==> src/rtl/memory_to_write_back_pipe_if.sv <==
// MEM->WB pipeline handshake and payload bundle; the slave modport is the
// pipe's own view, the master modport is the surrounding stages' view.
interface memory_to_write_back_pipe_if #(
  parameter int unsigned DATA_WIDTH    = 32,
  parameter int unsigned ADDRESS_WIDTH = 32,
  parameter int unsigned RF_ADDR_WIDTH = 5
);

  logic                     i_ValidM;
  logic                     o_ReadyM;
  logic [DATA_WIDTH-1:0]    i_ALUOutM;
  logic [DATA_WIDTH-1:0]    i_ReadDataM;
  logic [RF_ADDR_WIDTH-1:0] i_WriteRegM;
  logic [ADDRESS_WIDTH-1:0] i_PCPlus4M;
  logic                     i_RegWriteM;
  logic [1:0]               i_MemtoRegM;
  logic                     i_FlushW;
  logic                     o_ValidW;
  logic                     i_ReadyW;
  logic [DATA_WIDTH-1:0]    o_ALUOutW;
  logic [DATA_WIDTH-1:0]    o_ReadDataW;
  logic [RF_ADDR_WIDTH-1:0] o_WriteRegW;
  logic [ADDRESS_WIDTH-1:0] o_PCPlus4W;
  logic                     o_RegWriteW;
  logic [1:0]               o_MemtoRegW;
  logic [1:0]               o_Occupancy;

  modport slave (
    input  i_ValidM, i_ALUOutM, i_ReadDataM, i_WriteRegM, i_PCPlus4M, i_RegWriteM,
    input  i_MemtoRegM, i_FlushW, i_ReadyW,
    output o_ReadyM, o_ValidW, o_ALUOutW, o_ReadDataW, o_WriteRegW, o_PCPlus4W,
    output o_RegWriteW, o_MemtoRegW, o_Occupancy
  );

  modport master (
    output i_ValidM, i_ALUOutM, i_ReadDataM, i_WriteRegM, i_PCPlus4M, i_RegWriteM,
    output i_MemtoRegM, i_FlushW, i_ReadyW,
    input  o_ReadyM, o_ValidW, o_ALUOutW, o_ReadDataW, o_WriteRegW, o_PCPlus4W,
    input  o_RegWriteW, o_MemtoRegW, o_Occupancy
  );

endinterface

==> src/rtl/memory_to_write_back_pipe.sv <==
// MEM->WB pipeline register with valid/ready handshake and flush.
// Define MEM_WB_SKID_BUFFER_EN for a 2-entry skid buffer with a registered o_ReadyM.
module memory_to_write_back_pipe #(
  parameter int unsigned DATA_WIDTH    = 32,
  parameter int unsigned ADDRESS_WIDTH = 32,
  parameter int unsigned RF_ADDR_WIDTH = 5
) (
  input logic                        i_CLK,
  input logic                        i_RST,
  memory_to_write_back_pipe_if.slave bus
);

  typedef struct packed {
    logic [DATA_WIDTH-1:0]    alu_out;
    logic [DATA_WIDTH-1:0]    read_data;
    logic [RF_ADDR_WIDTH-1:0] write_reg;
    logic [ADDRESS_WIDTH-1:0] pc_plus4;
    logic                     reg_write;
    logic [1:0]               mem_to_reg;
  } beat_t;

  // State counts held beats; StTwo is only reachable with the skid entry.
  typedef enum logic [1:0] {StEmpty, StOne, StTwo} state_e;

  state_e state_q, state_d;
  beat_t  in_beat;
  beat_t  main_q;
  logic   ready;
  logic   valid_w;
  logic   accept;
  logic   deliver;
  logic   flush;
  logic   load_main_in;

  assign flush   = bus.i_FlushW;
  assign accept  = bus.i_ValidM & ready;
  assign deliver = valid_w & bus.i_ReadyW;

  // Writes to $zero are squashed at capture time.
  always_comb begin
    in_beat            = '0;
    in_beat.alu_out    = bus.i_ALUOutM;
    in_beat.read_data  = bus.i_ReadDataM;
    in_beat.write_reg  = bus.i_WriteRegM;
    in_beat.pc_plus4   = bus.i_PCPlus4M;
    in_beat.reg_write  = bus.i_RegWriteM & (bus.i_WriteRegM != '0);
    in_beat.mem_to_reg = bus.i_MemtoRegM;
  end

  always_ff @(posedge i_CLK or posedge i_RST) begin
    if (i_RST) begin
      state_q <= StEmpty;
    end else begin
      state_q <= state_d;
    end
  end

  always_comb begin
    state_d = state_q;
    if (flush) begin
      state_d = StEmpty;
    end else begin
      unique case (state_q)
        StEmpty: if (accept) state_d = StOne;
        StOne: begin
          if (deliver && !accept) begin
            state_d = StEmpty;
          end else if (accept && !deliver) begin
            state_d = StTwo;
          end
        end
        StTwo:   if (deliver) state_d = StOne;
        default: state_d = StEmpty;
      endcase
    end
  end

  always_comb begin
    load_main_in = accept && !flush &&
                   ((state_q == StEmpty) || ((state_q == StOne) && deliver));
  end

`ifdef MEM_WB_SKID_BUFFER_EN
  beat_t skid_q;
  logic  ready_q;
  logic  load_skid;
  logic  load_main_skid;

  always_comb begin
    load_skid      = accept && !flush && (state_q == StOne) && !deliver;
    load_main_skid = deliver && !flush && (state_q == StTwo);
  end

  // Ready is registered from next-state so WB backpressure never reaches o_ReadyM
  // combinationally; it resets high so the first edge after reset can accept.
  always_ff @(posedge i_CLK or posedge i_RST) begin
    if (i_RST) begin
      ready_q <= 1'b1;
    end else begin
      ready_q <= (state_d != StTwo);
    end
  end

  always_ff @(posedge i_CLK or posedge i_RST) begin
    if (i_RST) begin
      main_q <= '0;
      skid_q <= '0;
    end else begin
      if (load_main_in) begin
        main_q <= in_beat;
      end else if (load_main_skid) begin
        main_q <= skid_q;
      end
      if (load_skid) begin
        skid_q <= in_beat;
      end
    end
  end
`else
  always_ff @(posedge i_CLK or posedge i_RST) begin
    if (i_RST) begin
      main_q <= '0;
    end else if (load_main_in) begin
      main_q <= in_beat;
    end
  end
`endif

  // Payload is driven straight from the main entry so it holds while stalled or empty.
  always_comb begin
    valid_w = (state_q != StEmpty);
`ifdef MEM_WB_SKID_BUFFER_EN
    ready           = ready_q;
    bus.o_Occupancy = {state_q == StTwo, state_q == StOne};
`else
    ready           = ~valid_w | bus.i_ReadyW;
    bus.o_Occupancy = {1'b0, state_q == StOne};
`endif
    bus.o_ReadyM    = ready;
    bus.o_ValidW    = valid_w;
    bus.o_ALUOutW   = main_q.alu_out;
    bus.o_ReadDataW = main_q.read_data;
    bus.o_WriteRegW = main_q.write_reg;
    bus.o_PCPlus4W  = main_q.pc_plus4;
    bus.o_RegWriteW = main_q.reg_write & valid_w;
    bus.o_MemtoRegW = main_q.mem_to_reg;
  end

endmodule
==> src/flat_wrapper.sv <==
// flat-port wrapper written by rule: the top's interface ports become plain ports
module memory_to_write_back_pipe_flat 
#(
  parameter int unsigned DATA_WIDTH    = 32,
  parameter int unsigned ADDRESS_WIDTH = 32,
  parameter int unsigned RF_ADDR_WIDTH = 5
)
  (i_CLK, i_RST, bus_i_ValidM, bus_i_ALUOutM, bus_i_ReadDataM, bus_i_WriteRegM, bus_i_PCPlus4M, bus_i_RegWriteM, bus_i_MemtoRegM, bus_i_FlushW, bus_i_ReadyW, bus_o_ReadyM, bus_o_ValidW, bus_o_ALUOutW, bus_o_ReadDataW, bus_o_WriteRegW, bus_o_PCPlus4W, bus_o_RegWriteW, bus_o_MemtoRegW, bus_o_Occupancy);
  memory_to_write_back_pipe_if #(.DATA_WIDTH(DATA_WIDTH), .ADDRESS_WIDTH(ADDRESS_WIDTH), .RF_ADDR_WIDTH(RF_ADDR_WIDTH)) bus_i ();
  input logic i_CLK;
  input logic i_RST;
  input wire logic [$bits(bus_i.i_ValidM)-1:0] bus_i_ValidM;
  input wire logic [$bits(bus_i.i_ALUOutM)-1:0] bus_i_ALUOutM;
  input wire logic [$bits(bus_i.i_ReadDataM)-1:0] bus_i_ReadDataM;
  input wire logic [$bits(bus_i.i_WriteRegM)-1:0] bus_i_WriteRegM;
  input wire logic [$bits(bus_i.i_PCPlus4M)-1:0] bus_i_PCPlus4M;
  input wire logic [$bits(bus_i.i_RegWriteM)-1:0] bus_i_RegWriteM;
  input wire logic [$bits(bus_i.i_MemtoRegM)-1:0] bus_i_MemtoRegM;
  input wire logic [$bits(bus_i.i_FlushW)-1:0] bus_i_FlushW;
  input wire logic [$bits(bus_i.i_ReadyW)-1:0] bus_i_ReadyW;
  output wire logic [$bits(bus_i.o_ReadyM)-1:0] bus_o_ReadyM;
  output wire logic [$bits(bus_i.o_ValidW)-1:0] bus_o_ValidW;
  output wire logic [$bits(bus_i.o_ALUOutW)-1:0] bus_o_ALUOutW;
  output wire logic [$bits(bus_i.o_ReadDataW)-1:0] bus_o_ReadDataW;
  output wire logic [$bits(bus_i.o_WriteRegW)-1:0] bus_o_WriteRegW;
  output wire logic [$bits(bus_i.o_PCPlus4W)-1:0] bus_o_PCPlus4W;
  output wire logic [$bits(bus_i.o_RegWriteW)-1:0] bus_o_RegWriteW;
  output wire logic [$bits(bus_i.o_MemtoRegW)-1:0] bus_o_MemtoRegW;
  output wire logic [$bits(bus_i.o_Occupancy)-1:0] bus_o_Occupancy;
  assign bus_i.i_ValidM = bus_i_ValidM;
  assign bus_i.i_ALUOutM = bus_i_ALUOutM;
  assign bus_i.i_ReadDataM = bus_i_ReadDataM;
  assign bus_i.i_WriteRegM = bus_i_WriteRegM;
  assign bus_i.i_PCPlus4M = bus_i_PCPlus4M;
  assign bus_i.i_RegWriteM = bus_i_RegWriteM;
  assign bus_i.i_MemtoRegM = bus_i_MemtoRegM;
  assign bus_i.i_FlushW = bus_i_FlushW;
  assign bus_i.i_ReadyW = bus_i_ReadyW;
  assign bus_o_ReadyM = bus_i.o_ReadyM;
  assign bus_o_ValidW = bus_i.o_ValidW;
  assign bus_o_ALUOutW = bus_i.o_ALUOutW;
  assign bus_o_ReadDataW = bus_i.o_ReadDataW;
  assign bus_o_WriteRegW = bus_i.o_WriteRegW;
  assign bus_o_PCPlus4W = bus_i.o_PCPlus4W;
  assign bus_o_RegWriteW = bus_i.o_RegWriteW;
  assign bus_o_MemtoRegW = bus_i.o_MemtoRegW;
  assign bus_o_Occupancy = bus_i.o_Occupancy;
  memory_to_write_back_pipe #(.DATA_WIDTH(DATA_WIDTH), .ADDRESS_WIDTH(ADDRESS_WIDTH), .RF_ADDR_WIDTH(RF_ADDR_WIDTH)) u_core (.i_CLK(i_CLK), .i_RST(i_RST), .bus(bus_i));
endmodule
==> config.mk <==
export PLATFORM = sky130hd
export DESIGN_NAME = memory_to_write_back_pipe_flat
export DESIGN_NICKNAME = d
export VERILOG_FILES = /design/src/rtl/memory_to_write_back_pipe_if.sv /design/src/rtl/memory_to_write_back_pipe.sv /design/src/flat_wrapper.sv
export SDC_FILE = /design/constraint.sdc
export NUM_CORES = 1
export LEC_CHECK = 0
export CORE_ASPECT_RATIO = 1.1
export CORE_MARGIN = 1.5
export CORE_UTILIZATION = 43
export DETAILED_ROUTE_END_ITERATION = 8
export PLACE_DENSITY_LB_ADDON = 0.3
export SYNTH_ARGS = -nofsm -noshare
export SYNTH_HDL_FRONTEND = slang
export SYNTH_SLANG_ARGS = --single-unit
export TNS_END_PERCENT = 20
==> constraint.sdc <==
create_clock -name i_CLK -period 3.5 [get_ports i_CLK]
set_input_delay 0.35 -clock i_CLK [delete_from_list [all_inputs] [get_ports i_CLK]]
set_output_delay 0.35 -clock i_CLK [all_outputs]
set_load 0.05 [all_outputs]
Word-level counts from Yosys, hierarchy flattened:

Cells that the tools add are included.

* register bits: 106
* input port bits: 109
* output and inout bits: 108
* word-level logic and storage cells: 37

* equality and inequality tests: 5
* multiplexer cells: 6
* bitwise gates (word level): 6
* reductions and logical operators: 13

Operator list (count)
* $mux 2: 5
* $ne 3x2->1 const B: 2
* $pmux 2 s3: 1
* $logic_and 1x1->1: 5
* $reduce_bool 5->1: 1
* $and 1x1->1: 4
* $ne 4x2->1 const B: 1
* $logic_not 1->1: 3
* $reduce_and 3->1: 1
* $eq 2x1->1 const B: 1
* $eq 2x2->1 const B: 1
* $logic_not 2->1: 1
* $reduce_bool 2->1: 1
* $logic_or 1x1->1: 1
* $not 1->1: 1
* $or 1x1->1: 1

Longest topological paths before layout:

Gate-level depths: netlist of run 1.

* word-level depth: 9
* gate-level depth with buffers: 7
* depth with buffers taken out: 7

Worst setup path after synthesis of run 1:

Ideal clock, no wire load.

* path kind: flip-flop to flip-flop
* from: register u_core.state_q[0]
* to: register u_core.state_q[1]
* setup time: 0.075 ns
* arrival time: 1.520 ns
* data required time: 3.425 ns
* setup slack: 1.905 ns
* stages on the path, launching flop included: 8
* path buffers: 0
* clock period less this slack: 1.595 ns
* cells stage by stage: dfrtp_1 > nor2_1 > or2_2 > nand2_1 > ha_1 > nor2_1 > a21oi_1 > nor2_1

* word-level cells in the longest chain between the ends: 9
* elaborated cells between the ends (all ways): 19
* classes of those cells: 5 x eq/ne; 3 x mux; 4 x bitwise; 7 x reduce/logical

Ends and longest elaborated chain
* from (decl): RTL line memory_to_write_back_pipe.sv:25 `state_e state_q, state_d;`
* from (signal assigned): RTL line memory_to_write_back_pipe.sv:52 `state_q <= StEmpty;`
* from (signal assigned): RTL line memory_to_write_back_pipe.sv:54 `state_q <= state_d;`
* $reduce_bool 2->1 (*): RTL line memory_to_write_back_pipe.sv:131 `valid_w = (state_q != StEmpty);`
* $not 1->1 (*): RTL line memory_to_write_back_pipe.sv:136 `ready = ~valid_w | bus.i_ReadyW;`
* $or 1x1->1 (*): RTL line memory_to_write_back_pipe.sv:136
* net bus_o_ReadyM: RTL line flat_wrapper.sv:21 `output wire logic [$bits(bus_i.o_ReadyM)-1:0] bus_o_ReadyM;`
* $and 1x1->1 (*): RTL line memory_to_write_back_pipe.sv:36 `assign accept = bus.i_ValidM & ready;`
* $logic_not 1->1: RTL line memory_to_write_back_pipe.sv:66 `if (deliver && !accept) begin`
* $logic_and 1x1->1: RTL line memory_to_write_back_pipe.sv:66
* $mux 2: RTL line memory_to_write_back_pipe.sv:66
* $pmux 2 s3: RTL line memory_to_write_back_pipe.sv:63 `unique case (state_q)`
* $mux 2: RTL line memory_to_write_back_pipe.sv:60 `if (flush) begin`

The timed path passes the listed nets; every way through them passes the cells marked *.
A chain may end at the register's enable or synchronous reset.

Worst setup path after layout of run 1:

* from: register u_core.state_q[0]
* to: output bus_o_ReadyM

* word-level cells in the longest chain between the ends: 3

Ends and longest elaborated chain (RTL line)
* $reduce_bool 2->1: memory_to_write_back_pipe.sv:131
* $not 1->1: memory_to_write_back_pipe.sv:136
* $or 1x1->1: memory_to_write_back_pipe.sv:136
* to (decl): flat_wrapper.sv:21

No other way between the ends.

==> results of run 1 <==
cells in the final DEF (no fill, tap or decap), types with 2 or more instances in the layout:
master	netlist	routed
mux2_4	59	59
inv_1	3	2
nor2_1	6	6
clkbuf_16	0	9
buf_4	104	3
dfrtp_1	106	106
mux2i_1	2	2
mux2_2	44	44
clkdlybuf4s50_1	0	215
nor2b_1	2	2
metrics by stage:
stage | setup WS, ps | cells | cell area, um^2 | utilization
after floorplan | 361.1 | 348 | 5056 | -
after global placement | 1292 | 602 | 6569 | 0.5716
after detailed placement | 1228 | 602 | 6569 | 0.5716
after CTS | 1125 | 615 | 6850 | 0.5961
after global routing | 1033 | 615 | 6850 | 0.5961
final | 1111 | 615 | 6850 | 0.5961
report_power, final:
part	switching, mW	internal (mW)	total (mW)
sequential	0.139	1.48	1.62
clock	0.415	0.561	0.976
combinational	1.19	0.818	2.01
path summary, 6_finish.rpt:
path,end,startpoint,cells past startpoint
min in group asynchronous,u_core.bus.o_ALUOutW[31],i_RST,2
max reg2reg,u_core.bus.o_PCPlus4W[23],u_core.state_q[0],4
min,u_core.bus.o_PCPlus4W[23],u_core.bus.o_PCPlus4W[23],1
min reg2reg,u_core.bus.o_PCPlus4W[23],u_core.bus.o_PCPlus4W[23],1
max,bus_o_ReadyM,u_core.state_q[0],3
max in group asynchronous,u_core.bus.o_ReadDataW[20],i_RST,3
area by class of cell:
class                   count  share of cell area
multi-input cells         124              0.2219
inverters                   3            0.002009
repair buffers            219              0.3204
flip-flops and latches    106              0.3872
clock buffers              10             0.03489
well taps                 150             0.02740
clock inverters             3            0.006210
kinds of logic (layout without fill, tap and decap cells):
group           after synthesis  after routing  share of synthesized area
buf+inv                     118            235                     0.1762
mux                         105            105                     0.2772
compound gates                3              3                   0.003710
simple gates                 14             14                    0.01510
other cells                   1              1                  0.0007417
flops                       106            106                     0.5246
fa+ha+maj                     1              1                   0.002474
registers in the layout (all words and copies together), names as in the netlist:
register	count
u_core.bus.o_ALUOutW	32
u_core.bus.o_PCPlus4W	32
u_core.bus.o_ReadDataW	32
u_core.bus.o_WriteRegW	5
u_core.bus.o_MemtoRegW	2
u_core.state_q	2
u_core.main_q	1
routing by layer:
metal / share of wire / vias to the layer above
met2: 0.50 / 122
met4: 0.017 / 0
met3: 0.094 / 13
met1: 0.39 / 1393
met5: 0 / -
li1: - / 1279
worst reg2reg max path, cell delays in order, from the launching register on:
cell and delay (ps):
dfrtp_1 420, nand2b_1 120, nand3_4 110, buf_4 540, mux2_2 430
==> flow_summary.toml, run 1 <==
[outcome]
outcome = "completed"

[synth]
yosys-top-cells-count = "dfrtp_1 (106), buf_4 (104), mux2_4 (59)"
avgSynthCellArea_um2 = 14.53
ys_types = 21
synth_top_area_share = 0.5246
synth-edff-count = 0
synthFlopType = "dfrtp_1"
yosys_warnings = 0
netlist_instances = 348
netlist_top_cells_area = "dfrtp_1 (52%), mux2_4 (18%), buf_4 (15%), mux2_2 (9.8%), buf_6 (1.6%)"
synth_area_um2 = 5056
ys_seq_elements = 106
seq_area_frac_synth = 0.5246
synth_top_area_cell = "dfrtp_1"
syn_nets = 458
yosysMostFrequentCell = "dfrtp_1"
async_reset_ff_frac = 1.000

[global_route]
busiest_layer = "met2"
grt_pass1_wl_mm = 15.16
grt.met2_usage = 0.2637
first_global_vias = 3044
grt_max_degree = 74
grt_remaining_overflow = 0
met1_usage = 0.1879
met3_usage = 0.05915
grt_antenna_before_repair = 0
grt_usage = 0.1594

[critical_path]
crit_family = "buffers and inverters"
critPathSlowestCell = "clkdlybuf4s50_1"
slowest_delay_ps = 790
cp-start-kind = "register"
required_ps = 3150
r2r_setup_slack_ps = 1770
path_class = "reg2out"
critical_path_buf_inv_count = 1
crit_chain = "nor2_1, or2_2, clkdlybuf4s50_1"
cp.arrival_ps = 2040
path_max_fanout = 5
end_kind = "primary output"

[sta]
drv_slew = 0
whs_ps = 503.0
finalSetupViolCount = 0
skew_ps = 5.429
fmax_mhz = 418.6
finalHoldViolCount = 0
tightest_slew_ps = 896.6
fin_setup_tns_ps = 0
rsz0062_at_grt = "false"
min_period_ps = 2389
slew_headroom = 0.4023
min_period_over_period = 0.6825

[clocking]
cts.htree.levels = 3
cts_buffer_depth = 2
cts_root_buf = "clkbuf_16"
clock_sinks = 106
numCtsBuffers = 9
ctsResizeCount = 0
hold_buffers = 0
clk_latency_ps = 330
cts_tree = "yes"
postCtsSetupBuffers = 0
clk_pin_slew_worst_paths_ps = 70

[placed_design]
io_buffers = 215
dp_hpwl_mm = 6.983
gp_congestion = 0.7120

[final_layout]
num_antenna_cells = 0
seqCellArea_um2 = 2653
drive_gt1_frac = 0.2645
area_growth_pct = 35.49
fillers = 899
multiInputGateArea_um2 = 1520
num-nets-final = 573

[routing]
vias = 2807
dr.pass1.iters = 3
drtIter0Drc = 101
ant_nets = 0
drc = 0
wl_mm = 9.753
via_per_inst = 4.564
wl_per_cell_um = 15.86

[die]
die-area_um2 = 12420
core_um2 = 11490
chipWidth_um = 106.4
initial_utilization = 0.4400
io_pins = 217
num_rows = 41
fp.dieH_um = 116.7

[flow_run]
drv_cap = 0

[power_and_ir_drop]
p_leak_nw = 3.040
powerDensity_nw_per_um2 = 671.3
p_total_mw = 4.599
irDropWorstVdd_v = 0.0003264

[hold_path]
hold_path_class = "reg2reg"
Power figures use the tool's default switching activity.
==> run 2: changes to the inputs <==
Clock period 3.5 ns to 2.4 ns, I/O delays scaled along.
==> run 2 against run 1 <==
  * Clock skew barely moved
  * Routed wire length grew 1.1%
  * Largest cell class unchanged
  * Critical path type unchanged
  * Sequential power is 45% higher
  * Critical path depth is the same
  * Critical endpoint unchanged
  * Via count down 1.0%
==> flow_summary.toml, run 2 (same netlist as run 1, synthesis figures left out) <==
[outcome]
outcome = "completed"

[critical_path]
path_max_fanout = 5
path_class = "reg2out"
crit_chain = "nor2_1, or2_2, clkdlybuf4s50_1"
critical_path_buf_inv_count = 1
end_kind = "primary output"
cp-start-kind = "register"
r2r_setup_slack_ps = 830
cp.arrival_ps = 1960
slowest_delay_ps = 790
critPathSlowestCell = "clkdlybuf4s50_1"
crit_family = "buffers and inverters"
required_ps = 2160

[clocking]
cts_tree = "yes"
cts_buffer_depth = 2
clock_sinks = 106
clk_pin_slew_worst_paths_ps = 70
ctsResizeCount = 0
postCtsSetupBuffers = 0
cts.htree.levels = 3
clk_latency_ps = 340
hold_buffers = 0
cts_root_buf = "clkbuf_16"
numCtsBuffers = 9

[placed_design]
gp_congestion = 0.7060
dp_cells = 601
io_buffers = 215
dp_hpwl_mm = 6.986

[global_route]
grt_antenna_before_repair = 0
grt_usage = 0.1610
first_global_vias = 2975
grt_max_degree = 107
grt_pass1_wl_mm = 15.21
grt_remaining_overflow = 0

[sta]
fmax_mhz = 454.0
skew_ps = 5.581
rsz0062_at_grt = "false"
tightest_slew_ps = 555.3
drv_slew = 0
finalSetupViolCount = 0
fin_setup_tns_ps = 0
slew_headroom = 0.6298
min_period_ps = 2202
finalHoldViolCount = 0
min_period_over_period = 0.9177

[final_layout]
area_growth_pct = 36.55
seqCellArea_um2 = 2653
drive_gt1_frac = 0.2655
multiInputGateArea_um2 = 1520
mostFrequentLayoutCells = "clkdlybuf4s50_1 (215), dfrtp_1 (106), mux2_4 (59)"
num_antenna_cells = 0
num-nets-final = 572
instances_no_fill = 617
final_common_cell = "clkdlybuf4s50_1"
fillers = 922

[routing]
vias = 2779
wl_mm = 9.860
via_per_inst = 4.504
wl_per_cell_um = 15.98
drtIter0Drc = 80
drc = 0
dr.pass1.iters = 4
ant_nets = 0

[die]
io_pins = 217
initial_utilization = 0.4400
num_rows = 41
chipWidth_um = 106.4
die-area_um2 = 12420
core_um2 = 11490
fp.dieH_um = 116.7

[hold_path]
hold_path_class = "in2async"

[power_and_ir_drop]
irDropWorstVdd_v = 0.0004488
p_int_mw = 4.247
power_frac_comb = 0.431
seq_power_share = 0.346
p_clk_frac = 0.223
p_leak_nw = 3.057
power.switching_mw = 2.561
powerDensity_nw_per_um2 = 986.1
p_sw_frac = 0.3762

[flow_run]
drv_cap = 0
-- run 2: path summary, 6_finish.rpt --
kind,startpoint,endpoint,cells past startpoint
max,u_core.state_q[1],bus_o_ReadyM,3
min,i_RST,u_core.bus.o_ReadDataW[8],3
max reg2reg,u_core.state_q[1],u_core.state_q[1],7
min reg2reg,u_core.bus.o_PCPlus4W[22],u_core.bus.o_PCPlus4W[22],1
max in group asynchronous,i_RST,u_core.bus.o_PCPlus4W[29],3
min in group i_CLK,bus_i_RegWriteM,u_core.main_q[2],3
-- run 2: power by group through the flow --
stage / clock, mW / sequential (mW) / combinational [mW]
5_1_grt: 1.65 / 2.40 / 3.05
3_3_place_gp: 0 / 2.36 / 2.93
2_1_floorplan: 0 / 2.32 / 2.50
3_5_place_dp: 0 / 2.38 / 2.95
4_1_cts: 1.58 / 2.35 / 2.96
6_report: 1.52 / 2.35 / 2.93
-- run 2: tightest hold or removal path, cell delays in order --
cell and delay [ps]:
clkdlybuf4s50_1 440, clkinvlp_4 100, buf_12 440
-- run 2: metal layers --
| layer | track usage | wire length, um | vias up |
|---|---|---|---|
| li1 | - | - | 1282 |
| met1 | 0.1902 | 3880 | 1375 |
| met2 | 0.2714 | 5102 | 112 |
| met3 | 0.04576 | 706 | 10 |
| met4 | 0.07838 | 170 | 0 |
| met5 | 0 | 0 | - |
-- run 2: cell type report --
type,instances,share of cell area
Timing Repair Buffer,218,0.3204
Tap cell,150,0.02718
Multi-Input combinational cell,124,0.2202
Inverter,3,0.002175
Sequential cell,106,0.3842
Clock inverter,3,0.006705
Clock buffer,13,0.03914
-- run 2: through the flow --
stage               instance area [um^2]  hold slack, ps  utilization  power, mW  setup slack (ps)
CTS                                 6904           444.4       0.6008      6.897             162.1
global route                        6904           478.0       0.6008      7.093             102.8
floorplan                           5060           306.4            -      4.821             804.8
global placement                    6588           486.3       0.5733      5.294             417.9
detailed placement                  6588           490.5       0.5733      5.331             420.7
finish                              6904           434.2       0.6008      6.808             197.6
==> run 3: changes to the inputs <==
Settings changed: CTS_CLUSTER_DIAMETER set to 60.
==> results of run 3 <==
The final DEF is identical to that of run 2; final timing and power are the same.
